### src/rtl/uart_fifo_controller_if.sv
// Host-side bus of the UART FIFO controller.
//   master : host (pushes TX bytes, pops RX entries, clears overrun)
//   slave  : uart_fifo_controller
//   tx_wr_i/tx_wdata_i       TX FIFO push strobe and data
//   tx_full_o/tx_level_o     TX FIFO status, tx_idle_o: nothing queued or in flight
//   rx_rd_i                  RX FIFO pop strobe
//   rx_rdata_o/rx_rerr_o     RX head data and {stop_err, parity_err}
//   rx_empty_o/rx_level_o    RX FIFO status, rx_ovr_o sticky overrun, rx_ovr_clr_i clears it
interface uart_fifo_controller_if #(
  parameter int MAX_UART_DATA_W = 8,
  parameter int TX_DEPTH        = 16,
  parameter int RX_DEPTH        = 16
);
  logic                          tx_wr_i;
  logic [MAX_UART_DATA_W-1:0]    tx_wdata_i;
  logic                          tx_full_o;
  logic [$clog2(TX_DEPTH):0]     tx_level_o;
  logic                          tx_idle_o;
  logic                          rx_rd_i;
  logic [MAX_UART_DATA_W-1:0]    rx_rdata_o;
  logic [1:0]                    rx_rerr_o;
  logic                          rx_empty_o;
  logic [$clog2(RX_DEPTH):0]     rx_level_o;
  logic                          rx_ovr_o;
  logic                          rx_ovr_clr_i;

  modport master (
    output tx_wr_i, tx_wdata_i, rx_rd_i, rx_ovr_clr_i,
    input  tx_full_o, tx_level_o, tx_idle_o, rx_rdata_o, rx_rerr_o, rx_empty_o, rx_level_o, rx_ovr_o
  );
  modport slave (
    input  tx_wr_i, tx_wdata_i, rx_rd_i, rx_ovr_clr_i,
    output tx_full_o, tx_level_o, tx_idle_o, rx_rdata_o, rx_rerr_o, rx_empty_o, rx_level_o, rx_ovr_o
  );
endinterface

### src/rtl/uart_fifo_controller.sv
// UART with runtime 16x-oversample baud divisor, TX/RX FIFOs and an RX line synchroniser.
//   clk_i, rst_i            clock, synchronous active-high reset
//   baud_div_i              oversample tick period minus 1
//   tx_en_i, tx_conf_i      TX enable and per-character config {data[1:0], stop[1:0], parity_en}
//   uart_tx_o               serial TX line
//   rx_en_i, rx_conf_i      RX enable and config (static while a character is received)
//   uart_rx_i               asynchronous serial RX line
//   host                    FIFO push/pop/status bus (slave side)
// Config: data bits = 5 + data code, stop code 0 -> 1 stop bit else 2, parity_en -> even parity.
module uart_fifo_controller #(
  parameter int MAX_UART_DATA_W = 8,
  parameter int TOTAL_CONF_W    = 5,
  parameter int DIV_W           = 16,
  parameter int TX_DEPTH        = 16,
  parameter int RX_DEPTH        = 16,
  parameter int SYNC_STAGES     = 3
) (
  input  logic                    clk_i,
  input  logic                    rst_i,
  input  logic [DIV_W-1:0]        baud_div_i,
  input  logic                    tx_en_i,
  input  logic [TOTAL_CONF_W-1:0] tx_conf_i,
  output logic                    uart_tx_o,
  input  logic                    rx_en_i,
  input  logic [TOTAL_CONF_W-1:0] rx_conf_i,
  input  logic                    uart_rx_i,
  uart_fifo_controller_if.slave   host
);
  localparam int DW    = MAX_UART_DATA_W;
  localparam int TXA_W = $clog2(TX_DEPTH);
  localparam int RXA_W = $clog2(RX_DEPTH);
  localparam int FR_W  = DW + 4;              // start + data + parity + 2 stop
  localparam int BC_W  = $clog2(FR_W + 1);
  localparam logic [TXA_W:0] TX_FULL_LVL = (TXA_W+1)'(TX_DEPTH);
  localparam logic [RXA_W:0] RX_FULL_LVL = (RXA_W+1)'(RX_DEPTH);

  typedef enum logic [1:0] {S_IDLE, S_LAUNCH, S_WAIT} tx_st_e;

  function automatic int dbits(input logic [TOTAL_CONF_W-1:0] c);
    return 5 + int'(c[4:3]);
  endfunction

  function automatic logic [BC_W-1:0] frame_len(input logic [TOTAL_CONF_W-1:0] c);
    return BC_W'(2 + dbits(c) + int'(c[0]) + int'(c[2:1] != 2'b00));
  endfunction

  // LSB-first frame, bits above the last stop bit are idle ones.
  function automatic logic [FR_W-1:0] build_frame(input logic [DW-1:0] d,
                                                  input logic [TOTAL_CONF_W-1:0] c);
    logic [FR_W-1:0] f;
    logic p;
    f = '1; f[0] = 1'b0; p = 1'b0;
    for (int i = 0; i < DW; i++)
      if (i < dbits(c)) begin f[i+1] = d[i]; p = p ^ d[i]; end
    if (c[0]) f[dbits(c)+1] = p;
    return f;
  endfunction

  // ---------------- baud tick ----------------
  logic [DIV_W-1:0] baud_cnt_q, baud_cnt_d;
  logic baud_run, baud_tick;
  logic tx_busy_q, tx_busy_d, tx_done_q, tx_done_d;

  // A character already on the line keeps the counter alive so it can finish after tx_en_i drops.
  assign baud_run  = tx_en_i | rx_en_i | tx_busy_q;
  // >= rather than == so a divisor shrunk below the current count wraps at once.
  assign baud_tick = baud_run & (baud_cnt_q >= baud_div_i);

  always_comb begin
    baud_cnt_d = baud_cnt_q;
    if (baud_tick)     baud_cnt_d = '0;
    else if (baud_run) baud_cnt_d = baud_cnt_q + DIV_W'(1);
  end

  // ---------------- TX FIFO + launch FSM ----------------
  logic [DW-1:0]    tx_mem_q [TX_DEPTH];
  logic [TXA_W-1:0] tx_wp_q, tx_wp_d, tx_rp_q, tx_rp_d;
  logic [TXA_W:0]   tx_lvl_q, tx_lvl_d;
  logic tx_push, tx_pop, tx_empty, tx_start;
  tx_st_e tx_st_q, tx_st_d;

  assign tx_empty        = tx_lvl_q == '0;
  assign host.tx_full_o  = tx_lvl_q == TX_FULL_LVL;
  assign host.tx_level_o = tx_lvl_q;
  assign host.tx_idle_o  = (tx_st_q == S_IDLE) & tx_empty & ~tx_busy_q;
  assign tx_push         = host.tx_wr_i & ~host.tx_full_o;
  assign tx_pop          = tx_start;

  always_comb begin
    tx_st_d  = tx_st_q;
    tx_start = 1'b0;
    unique case (tx_st_q)
      S_IDLE:   if (!tx_empty && tx_en_i && !tx_busy_q) tx_st_d = S_LAUNCH;
      S_LAUNCH: begin tx_start = 1'b1; tx_st_d = S_WAIT; end
      // Shifter is already idle on the done cycle, so chain straight into the next launch.
      S_WAIT:   if (tx_done_q) tx_st_d = (!tx_empty && tx_en_i) ? S_LAUNCH : S_IDLE;
      default:  tx_st_d = S_IDLE;
    endcase
  end

  always_comb begin
    tx_wp_d  = tx_push ? tx_wp_q + TXA_W'(1) : tx_wp_q;
    tx_rp_d  = tx_pop  ? tx_rp_q + TXA_W'(1) : tx_rp_q;
    tx_lvl_d = tx_lvl_q;
    if (tx_push && !tx_pop)      tx_lvl_d = tx_lvl_q + (TXA_W+1)'(1);
    else if (!tx_push && tx_pop) tx_lvl_d = tx_lvl_q - (TXA_W+1)'(1);
  end

  // ---------------- TX shifter ----------------
  logic [FR_W-1:0] tx_fr_q, tx_fr_d;
  logic [BC_W-1:0] tx_bits_q, tx_bits_d;    // bits still to send after the current one
  logic [3:0]      tx_tk_q, tx_tk_d;

  always_comb begin
    tx_fr_d   = tx_fr_q;
    tx_bits_d = tx_bits_q;
    tx_tk_d   = tx_tk_q;
    tx_busy_d = tx_busy_q;
    tx_done_d = 1'b0;
    if (tx_start) begin
      tx_fr_d   = build_frame(tx_mem_q[tx_rp_q], tx_conf_i);
      tx_bits_d = frame_len(tx_conf_i) - BC_W'(1);
      tx_tk_d   = '0;
      tx_busy_d = 1'b1;
    end else if (tx_busy_q && baud_tick) begin
      tx_tk_d = tx_tk_q + 4'd1;
      if (tx_tk_q == 4'd15) begin
        if (tx_bits_q == '0) begin
          tx_busy_d = 1'b0;
          tx_done_d = 1'b1;
        end else begin
          tx_fr_d   = {1'b1, tx_fr_q[FR_W-1:1]};
          tx_bits_d = tx_bits_q - BC_W'(1);
        end
      end
    end
  end

  assign uart_tx_o = tx_busy_q ? tx_fr_q[0] : 1'b1;

  // ---------------- RX synchroniser + sampler ----------------
  logic [SYNC_STAGES-1:0] rx_sync_q, rx_sync_d;
  logic [FR_W-1:0] rx_fr_q, rx_fr_d;
  logic [BC_W-1:0] rx_idx_q, rx_idx_d;
  logic [3:0]      rx_tk_q, rx_tk_d;
  logic rx_busy_q, rx_busy_d, rx_done_q, rx_done_d, rx_s;

  assign rx_sync_d = {rx_sync_q[SYNC_STAGES-2:0], uart_rx_i};
  assign rx_s      = rx_sync_q[SYNC_STAGES-1];

  always_comb begin
    rx_fr_d   = rx_fr_q;
    rx_idx_d  = rx_idx_q;
    rx_tk_d   = rx_tk_q;
    rx_busy_d = rx_busy_q;
    rx_done_d = 1'b0;
    if (baud_tick) begin
      if (!rx_busy_q) begin
        if (rx_en_i && !rx_s) begin
          rx_busy_d = 1'b1;
          rx_tk_d   = '0;
          rx_idx_d  = '0;
        end
      end else begin
        rx_tk_d = rx_tk_q + 4'd1;
        if (rx_tk_q == 4'd7) begin                  // mid-bit sample
          rx_fr_d[rx_idx_q] = rx_s;
          rx_idx_d = rx_idx_q + BC_W'(1);
          if (rx_idx_q == '0 && rx_s) rx_busy_d = 1'b0;   // start bit did not hold: glitch
          // Finish at mid stop bit so the next start edge is not missed.
          else if (rx_idx_q == frame_len(rx_conf_i) - BC_W'(1)) begin
            rx_busy_d = 1'b0;
            rx_done_d = 1'b1;
          end
        end
      end
    end
  end

  logic [DW-1:0] rx_data;
  logic rx_par, rx_perr, rx_serr;

  always_comb begin
    rx_data = '0;
    rx_par  = 1'b0;
    for (int i = 0; i < DW; i++)
      if (i < dbits(rx_conf_i)) begin rx_data[i] = rx_fr_q[i+1]; rx_par = rx_par ^ rx_fr_q[i+1]; end
    rx_perr = rx_conf_i[0] & (rx_par ^ rx_fr_q[dbits(rx_conf_i)+1]);
    rx_serr = ~rx_fr_q[dbits(rx_conf_i) + 1 + int'(rx_conf_i[0])];
  end

  // ---------------- RX FIFO ----------------
  logic [DW+1:0]    rx_mem_q [RX_DEPTH];
  logic [RXA_W-1:0] rx_wp_q, rx_wp_d, rx_rp_q, rx_rp_d;
  logic [RXA_W:0]   rx_lvl_q, rx_lvl_d;
  logic rx_push, rx_pop, rx_full, rx_ovr_q, rx_ovr_d;

  assign rx_full         = rx_lvl_q == RX_FULL_LVL;
  assign host.rx_empty_o = rx_lvl_q == '0;
  assign host.rx_level_o = rx_lvl_q;
  assign host.rx_ovr_o   = rx_ovr_q;
  assign host.rx_rdata_o = host.rx_empty_o ? '0 : rx_mem_q[rx_rp_q][DW-1:0];
  assign host.rx_rerr_o  = host.rx_empty_o ? '0 : rx_mem_q[rx_rp_q][DW+1:DW];
  assign rx_pop          = host.rx_rd_i & ~host.rx_empty_o;
  // A pop in the same cycle frees the slot, so a full FIFO still accepts the character.
  assign rx_push         = rx_done_q & (~rx_full | rx_pop);

  always_comb begin
    rx_wp_d  = rx_push ? rx_wp_q + RXA_W'(1) : rx_wp_q;
    rx_rp_d  = rx_pop  ? rx_rp_q + RXA_W'(1) : rx_rp_q;
    rx_lvl_d = rx_lvl_q;
    if (rx_push && !rx_pop)      rx_lvl_d = rx_lvl_q + (RXA_W+1)'(1);
    else if (!rx_push && rx_pop) rx_lvl_d = rx_lvl_q - (RXA_W+1)'(1);
    rx_ovr_d = (rx_ovr_q & ~host.rx_ovr_clr_i) | (rx_done_q & ~rx_push);   // set wins
  end

  // ---------------- registers ----------------
  always_ff @(posedge clk_i) begin
    if (tx_push) tx_mem_q[tx_wp_q] <= host.tx_wdata_i;
    if (rx_push) rx_mem_q[rx_wp_q] <= {rx_serr, rx_perr, rx_data};
  end

  always_ff @(posedge clk_i) begin
    if (rst_i) begin
      baud_cnt_q <= '0;
      tx_wp_q <= '0; tx_rp_q <= '0; tx_lvl_q <= '0; tx_st_q <= S_IDLE;
      tx_fr_q <= '1; tx_bits_q <= '0; tx_tk_q <= '0; tx_busy_q <= 1'b0; tx_done_q <= 1'b0;
      rx_sync_q <= '1;
      rx_fr_q <= '1; rx_idx_q <= '0; rx_tk_q <= '0; rx_busy_q <= 1'b0; rx_done_q <= 1'b0;
      rx_wp_q <= '0; rx_rp_q <= '0; rx_lvl_q <= '0; rx_ovr_q <= 1'b0;
    end else begin
      baud_cnt_q <= baud_cnt_d;
      tx_wp_q <= tx_wp_d; tx_rp_q <= tx_rp_d; tx_lvl_q <= tx_lvl_d; tx_st_q <= tx_st_d;
      tx_fr_q <= tx_fr_d; tx_bits_q <= tx_bits_d; tx_tk_q <= tx_tk_d;
      tx_busy_q <= tx_busy_d; tx_done_q <= tx_done_d;
      rx_sync_q <= rx_sync_d;
      rx_fr_q <= rx_fr_d; rx_idx_q <= rx_idx_d; rx_tk_q <= rx_tk_d;
      rx_busy_q <= rx_busy_d; rx_done_q <= rx_done_d;
      rx_wp_q <= rx_wp_d; rx_rp_q <= rx_rp_d; rx_lvl_q <= rx_lvl_d; rx_ovr_q <= rx_ovr_d;
    end
  end
endmodule

### src/flat_wrapper.sv
// flat-port wrapper written by rule: the top's interface ports become plain ports
module uart_fifo_controller_flat 
#(
  parameter int MAX_UART_DATA_W = 8,
  parameter int TOTAL_CONF_W    = 5,
  parameter int DIV_W           = 16,
  parameter int TX_DEPTH        = 16,
  parameter int RX_DEPTH        = 16,
  parameter int SYNC_STAGES     = 3
)
  (clk_i, rst_i, baud_div_i, tx_en_i, tx_conf_i, uart_tx_o, rx_en_i, rx_conf_i, uart_rx_i, host_tx_wr_i, host_tx_wdata_i, host_rx_rd_i, host_rx_ovr_clr_i, host_tx_full_o, host_tx_level_o, host_tx_idle_o, host_rx_rdata_o, host_rx_rerr_o, host_rx_empty_o, host_rx_level_o, host_rx_ovr_o);
  uart_fifo_controller_if #(.MAX_UART_DATA_W(MAX_UART_DATA_W), .TX_DEPTH(TX_DEPTH), .RX_DEPTH(RX_DEPTH)) host_i ();
  input  logic clk_i;
  input  logic rst_i;
  input  logic [DIV_W-1:0] baud_div_i;
  input  logic tx_en_i;
  input  logic [TOTAL_CONF_W-1:0] tx_conf_i;
  output logic uart_tx_o;
  input  logic rx_en_i;
  input  logic [TOTAL_CONF_W-1:0] rx_conf_i;
  input  logic uart_rx_i;
  input wire logic [$bits(host_i.tx_wr_i)-1:0] host_tx_wr_i;
  input wire logic [$bits(host_i.tx_wdata_i)-1:0] host_tx_wdata_i;
  input wire logic [$bits(host_i.rx_rd_i)-1:0] host_rx_rd_i;
  input wire logic [$bits(host_i.rx_ovr_clr_i)-1:0] host_rx_ovr_clr_i;
  output wire logic [$bits(host_i.tx_full_o)-1:0] host_tx_full_o;
  output wire logic [$bits(host_i.tx_level_o)-1:0] host_tx_level_o;
  output wire logic [$bits(host_i.tx_idle_o)-1:0] host_tx_idle_o;
  output wire logic [$bits(host_i.rx_rdata_o)-1:0] host_rx_rdata_o;
  output wire logic [$bits(host_i.rx_rerr_o)-1:0] host_rx_rerr_o;
  output wire logic [$bits(host_i.rx_empty_o)-1:0] host_rx_empty_o;
  output wire logic [$bits(host_i.rx_level_o)-1:0] host_rx_level_o;
  output wire logic [$bits(host_i.rx_ovr_o)-1:0] host_rx_ovr_o;
  assign host_i.tx_wr_i = host_tx_wr_i;
  assign host_i.tx_wdata_i = host_tx_wdata_i;
  assign host_i.rx_rd_i = host_rx_rd_i;
  assign host_i.rx_ovr_clr_i = host_rx_ovr_clr_i;
  assign host_tx_full_o = host_i.tx_full_o;
  assign host_tx_level_o = host_i.tx_level_o;
  assign host_tx_idle_o = host_i.tx_idle_o;
  assign host_rx_rdata_o = host_i.rx_rdata_o;
  assign host_rx_rerr_o = host_i.rx_rerr_o;
  assign host_rx_empty_o = host_i.rx_empty_o;
  assign host_rx_level_o = host_i.rx_level_o;
  assign host_rx_ovr_o = host_i.rx_ovr_o;
  uart_fifo_controller #(.MAX_UART_DATA_W(MAX_UART_DATA_W), .TOTAL_CONF_W(TOTAL_CONF_W), .DIV_W(DIV_W), .TX_DEPTH(TX_DEPTH), .RX_DEPTH(RX_DEPTH), .SYNC_STAGES(SYNC_STAGES)) u_core (.clk_i(clk_i), .rst_i(rst_i), .baud_div_i(baud_div_i), .tx_en_i(tx_en_i), .tx_conf_i(tx_conf_i), .uart_tx_o(uart_tx_o), .rx_en_i(rx_en_i), .rx_conf_i(rx_conf_i), .uart_rx_i(uart_rx_i), .host(host_i));
endmodule
### config.mk
export PLATFORM = sky130hd
export DESIGN_NAME = uart_fifo_controller_flat
export DESIGN_NICKNAME = d
export VERILOG_FILES = /design/src/rtl/uart_fifo_controller_if.sv /design/src/rtl/uart_fifo_controller.sv /design/src/flat_wrapper.sv
export SDC_FILE = /design/constraint.sdc
export NUM_CORES = 1
export LEC_CHECK = 0
export CAP_MARGIN = 30
export CORE_MARGIN = 2
export CORE_UTILIZATION = 55
export CTS_BUF_LIST = sky130_fd_sc_hd__clkbuf_16
export CTS_CLUSTER_DIAMETER = 120
export DETAILED_ROUTE_END_ITERATION = 6
export GPL_ROUTABILITY_DRIVEN = 0
export GPL_TIMING_DRIVEN = 0
export PLACE_DENSITY = 0.76
export SETUP_SLACK_MARGIN = 0.02
export SYNTH_ARGS = -nofsm -noshare
export SYNTH_HDL_FRONTEND = slang
export SYNTH_SLANG_ARGS = --single-unit
### constraint.sdc
create_clock -name clk_i -period 3.33 [get_ports clk_i]
set_clock_uncertainty 0.05 [all_clocks]
set_input_delay 0.8325 -clock clk_i [delete_from_list [all_inputs] [get_ports clk_i]]
set_output_delay 0.8325 -clock clk_i [all_outputs]
set_load 0.005 [all_outputs]
-- Word-level counts from Yosys, hierarchy flattened
Memories as Yosys holds them, arrays and structs flattened. A register that Yosys moved wholly into a read port is not among the register bits.
Index checks and enable logic that the tools add are counted.
Widths: inputs -> output; s select.
- flip-flop bits (word level): 92
- logic and storage cells: 266
- RAM bits: 288
- memories: 2
- output and inout port bits: 25
- memory list (memory ; depth ; width ; rd ports ; clocked after Yosys merged registers in ; write ports ; line ; text):
    u_core.rx_mem_q ; 16 ; 10 ; 1 ; 1 ; 1 ; uart_fifo_controller.sv:193 ; logic [DW+1:0] rx_mem_q [RX_DEPTH];
    u_core.tx_mem_q ; 16 ; 8 ; 1 ; 1 ; 1 ; uart_fifo_controller.sv:76 ; logic [DW-1:0] tx_mem_q [TX_DEPTH];
- equality and inequality tests: 11
- mux-type cells: 103
- bitwise logic cells: 40
- add/sub/neg operators: 26
- magnitude comparators: 23
- reduce and logical (&&, ||, !) cells: 41
- operators by type and width (kind ; number):
    $lt 4x32->1 const A ; 8
    $lt 3x32->1 const A ; 4
    $lt 32x6->1 const B ; 3
    $mux 1 ; 71
    $add 32x2->32 const B ; 2
    $lt 1x32->1 const A ; 2
    $lt 2x32->1 const A ; 2
    $mux 12 ; 5
    $mux 4 ; 12
    $add 32x2->32 ; 1
    $ge 32x1->1 const B ; 1
    $add 4x1->4 const B ; 7
    $bwmux 12 ; 2
    $mux 5 ; 4
    $add 16x1->16 const B ; 1
    $add 4x2->4 ; 4
    $ge 16x16->1 ; 1
    $reduce_bool 2->1 ; 8
    $xor 1x1->1 ; 15
    $not 1->1 ; 12
    $reduce_and 3->1 ; 4
    $sub 4x1->4 const B ; 3
    $logic_and 1x1->1 ; 11
    $add 5x1->5 const B ; 2
    28 further kinds ; 59

-- Longest topological paths before layout
- depth after elaboration: 28
- mapped depth: 13

-- Worst setup path before layout
OpenSTA, ideal clock, no wires.
- path kind: input port to flip-flop
- start point: in rx_conf_i[3]
- end point: mem u_core.rx_mem_q[0][9] (netlist bit) (data pin)
- path slack: -0.102 ns
- library setup time: 0.302 ns
- arrival time: 3.080 ns
- data required time: 2.978 ns
- cell stages on the path: 9
- cells stage by stage: clkbuf_1 -> inv_1 -> ha_1 -> xnor2_1 -> ha_1 -> mux4_2 -> mux2i_1 -> nor2_1 -> a31oi_1
- longest elaborated chain between the ends: 7
- RTL lines (element ; line ; text):
    from (decl) ; flat_wrapper.sv:20 ; input logic [TOTAL_CONF_W-1:0] rx_conf_i;
    $add 3x2->4 ; uart_fifo_controller.sv:40 ; return 5 + int'(c[4:3]);
    $add 32x2->32 (2 in a row) ; uart_fifo_controller.sv:189 ; rx_serr = ~rx_fr_q[dbits(rx_conf_i) + 1 + int'(rx_conf_i[0])];
    $bmux 1 s4 ; uart_fifo_controller.sv:189 ;
    $mux 1 (not written as such) (2 in a row) ; uart_fifo_controller.sv:189 ;
    $not 1->1 ; uart_fifo_controller.sv:189 ;
    named net u_core.rx_serr ; uart_fifo_controller.sv:181 ; logic rx_par, rx_perr, rx_serr;
    to (decl) ; uart_fifo_controller.sv:193 ;
The timed path passes the listed nets, and every way through them passes these cells. The select of a mux whose other input is x is not followed.

==> impl_metrics.ini <==
[drt]
finalWirelength_um = 36400
via_count = 10200
drcViolationCount = 0
post_drt_wl_per_cell_um = 20.9
dr.pass1.iters = 5
viasPerCell = 5.87
drt_first_iter_violations = 882
antenna_left = 0

[power]
irDropWorstVdd_mv = 0.490
powerDensity_nw_per_um2 = 656
p_leak_nw = 7.08
total_power_mw = 13.3

[global_routing]
grt_pass1_vias = 10400
grt_pass1_wl_um = 57500
overflow = 0
grt_antenna_before_repair = 0
grt_max_degree = 21
grt_use_total = 0.225

[synthesis]
yosys.area.top_type_share = 0.500
synth_seq_cells = 388
synth_top_family_by_area = multiplexers
ys.flop_type = edfxtp_1
synthAdderAreaFrac = 0.0524
synthMuxAreaShare = 0.141
yosysUniqueCellTypes = 64
synth_compound_area_frac = 0.0413
synth_area_um2 = 17300
synth-xor-area-share = 0.0342
synth-async-reset-ratio = 0
yosysTopAreaCell = edfxtp_1
yosysWarnings = 0
avgSynthCellArea_um2 = 14.6
netlist_instances = 1186
synth_simple_gate_area_frac = 0.0853
synth.area.top_cells = edfxtp_1, dfxtp_1, mux4_2
syn_nets = 1298
synth_edf_count = 288
seq_area_frac_synth = 0.616

[clocking]
cts_buffer_depth = 3
clock_latency_ps = 530
cts.clk_slew.worst_paths_ps = 60
cts_root_buf = clkbuf_16
htree_num_levels = 2
clock-sinks = 388
numCtsBuffers = 39
tritoncts = built

[die]
die_h_um = 181
initial_core_util = 0.562
die_x_um = 181
core-area_um2 = 30700
rows = 64
dieArea_um2 = 32900
io_pins = 67

[sta]
worst_pin_slew_ps = 985
slew_headroom = 0.341
finalWorstSetupSlack_ps = -104
timing.final.crit_share = 1.03
setup-tns-final_ps = -507
max_freq_mhz = 291
setup_viol = 11
post-route-min-period_ps = 3430
hold_viol = 0
slew_violations = 0
rsz0062_at_grt = true

[layout]
fin_nets = 1426
final_util = 0.662
diodes = 0
syn2layout_area_growth_pct = 17.7
layout_commonest_cell = edfxtp_1
mostFrequentLayoutCells = edfxtp_1, nor2_1, dfxtp_1, mux4_2, ha_1
final_layout_size_suffix_gt1_frac = 0.179

[outcome]
violations = negative setup slack
status = finished, violations left

[placement]
dpl.hpwl_um = 24000
portBuffers = 66
place_ws_ps = -1010

[critical_path]
crit_required_ps = 2450
critical_path_class = reg -> out
startpoint_type = flop
crit_fanout = 6
crit_path_end_kind = primary output
cp.arrival_ps = 2550

[job]
drv_cap = 0

[hold_path]
hold_path.class = reg -> reg
cells in the mapped netlist (3+ instances only):
library cell    n
edfxtp_1      288
nor2_1        105
dfxtp_1       100
mux4_2         68
ha_1           66
nand2_1        61
inv_1          55
a21oi_1        44
mux2i_1        41
xor2_1         34
clkbuf_1       33
xnor2_1        29
nand3_1        26
nor3_1         22
nor2b_1        20
nand4_1        16
o21ai_0        16
mux2_2         14
mux4_1         12
nand2b_1       10
and2_1          9
a31oi_1         8
a211oi_1        7
buf_1           7
nor4_1          6
a21o_1          5
and3_1          5
buf_6           5
or3_1           5
and4b_1         4
buf_4           4
fa_1            4
nand4b_1        4
nor3b_1         4
a22oi_1         3
a41oi_1         3
buf_2           3
o31ai_2         3
or2_2           3
path summary, 6_finish.rpt:
path                                          start             endpoint  slack (ps)  cells past startpoint
worst max-delay path                           flop   host_rx_rdata_o[6]        -100                      6
worst min-delay path            u_core.rx_sync_q[1]  u_core.rx_sync_q[2]         360                      1
worst max register to register                 flop    u_core.tx_fr_q[5]         280                      9
worst min register to register  u_core.rx_sync_q[1]  u_core.rx_sync_q[2]         360                      1
kinds of logic after synthesis:
logic type               after synthesis
flip-flops                           388
adder cells (fa/ha/maj)               70
XOR/XNOR                              65
AO/OA/AOI/OAI                        110
multiplexers                         136
AND/OR/NAND/NOR                      305
buffers and inverters                112
state kept, by name (all words and copies together) (netlist names), 2 cells and up, named ones only:
signal,flops
u_core.baud_cnt_q,16
u_core.rx_rp_q,4
u_core.host.tx_level_o,5
u_core.tx_fr_q,12
u_core.rx_fr_q,12
u_core.rx_tk_q,4
u_core.tx_rp_q,4
u_core.rx_sync_q,3
u_core.rx_idx_q,4
u_core.rx_wp_q,4
u_core.rx_mem_q,160
u_core.tx_wp_q,4
u_core.tx_mem_q,128
u_core.tx_tk_q,4
u_core.tx_bits_q,4
u_core.host.rx_level_o,5
u_core.tx_st_q,2
metal layers:
layer,vias up,track usage,part of all wire
met5,-,0,0
met4,0,0.0657,0.023
met3,62,0.0355,0.056
met2,327,0.394,0.51
met1,5114,0.292,0.41
li1,4724,-,-
power by group:
| group | leakage, nW | switching (mW) | total [mW] | internal, mW |
|---|---|---|---|---|
| sequential | 3.39 | 0.167 | 5.54 | 5.38 |
| clock | 0.692 | 1.87 | 4.69 | 2.82 |
| combinational | 3.00 | 1.50 | 3.12 | 1.62 |
timing repair:
| item | CTS | global route |
|---|---|---|
| hold buffers | 0 | 0 |
| pin swaps | 0 | 2 |
| resized for setup | 83 | 40 |
| setup buffers | 7 | 3 |
| hold endpoints to repair | 0 | 0 |
| cloned | 4 | 1 |
| setup endpoints to repair | 50 | 101 |
worst max-delay path, cell delays in order, from the launching register on:
cell and delay, ps:
dfxtp_4 370, buf_12 160, buf_12 140, mux4_2 530, mux4_2 510, nor2b_1 160, buf_2 150
layout make-up:
class | instances | area, um^2
fill | 2151 | 10400
multi-input combinational | 686 | 6300
buffer | 52 | 400
clock inverter | 32 | 375
clock buffer | 40 | 1000
tap | 396 | 495
inverter | 57 | 214
sequential | 388 | 10700
timing repair buffer | 90 | 905
through the flow:
stage	hold slack (ps)	instance area, um^2	cells
3_5_place_dp	347	18500	1655
4_1_cts	362	20200	1737
3_3_place_gp	344	18400	1648
5_1_grt	393	20300	1741
2_1_floorplan	339	17300	1186
6_report	359	20300	1741
Power figures use the tool's default switching activity.
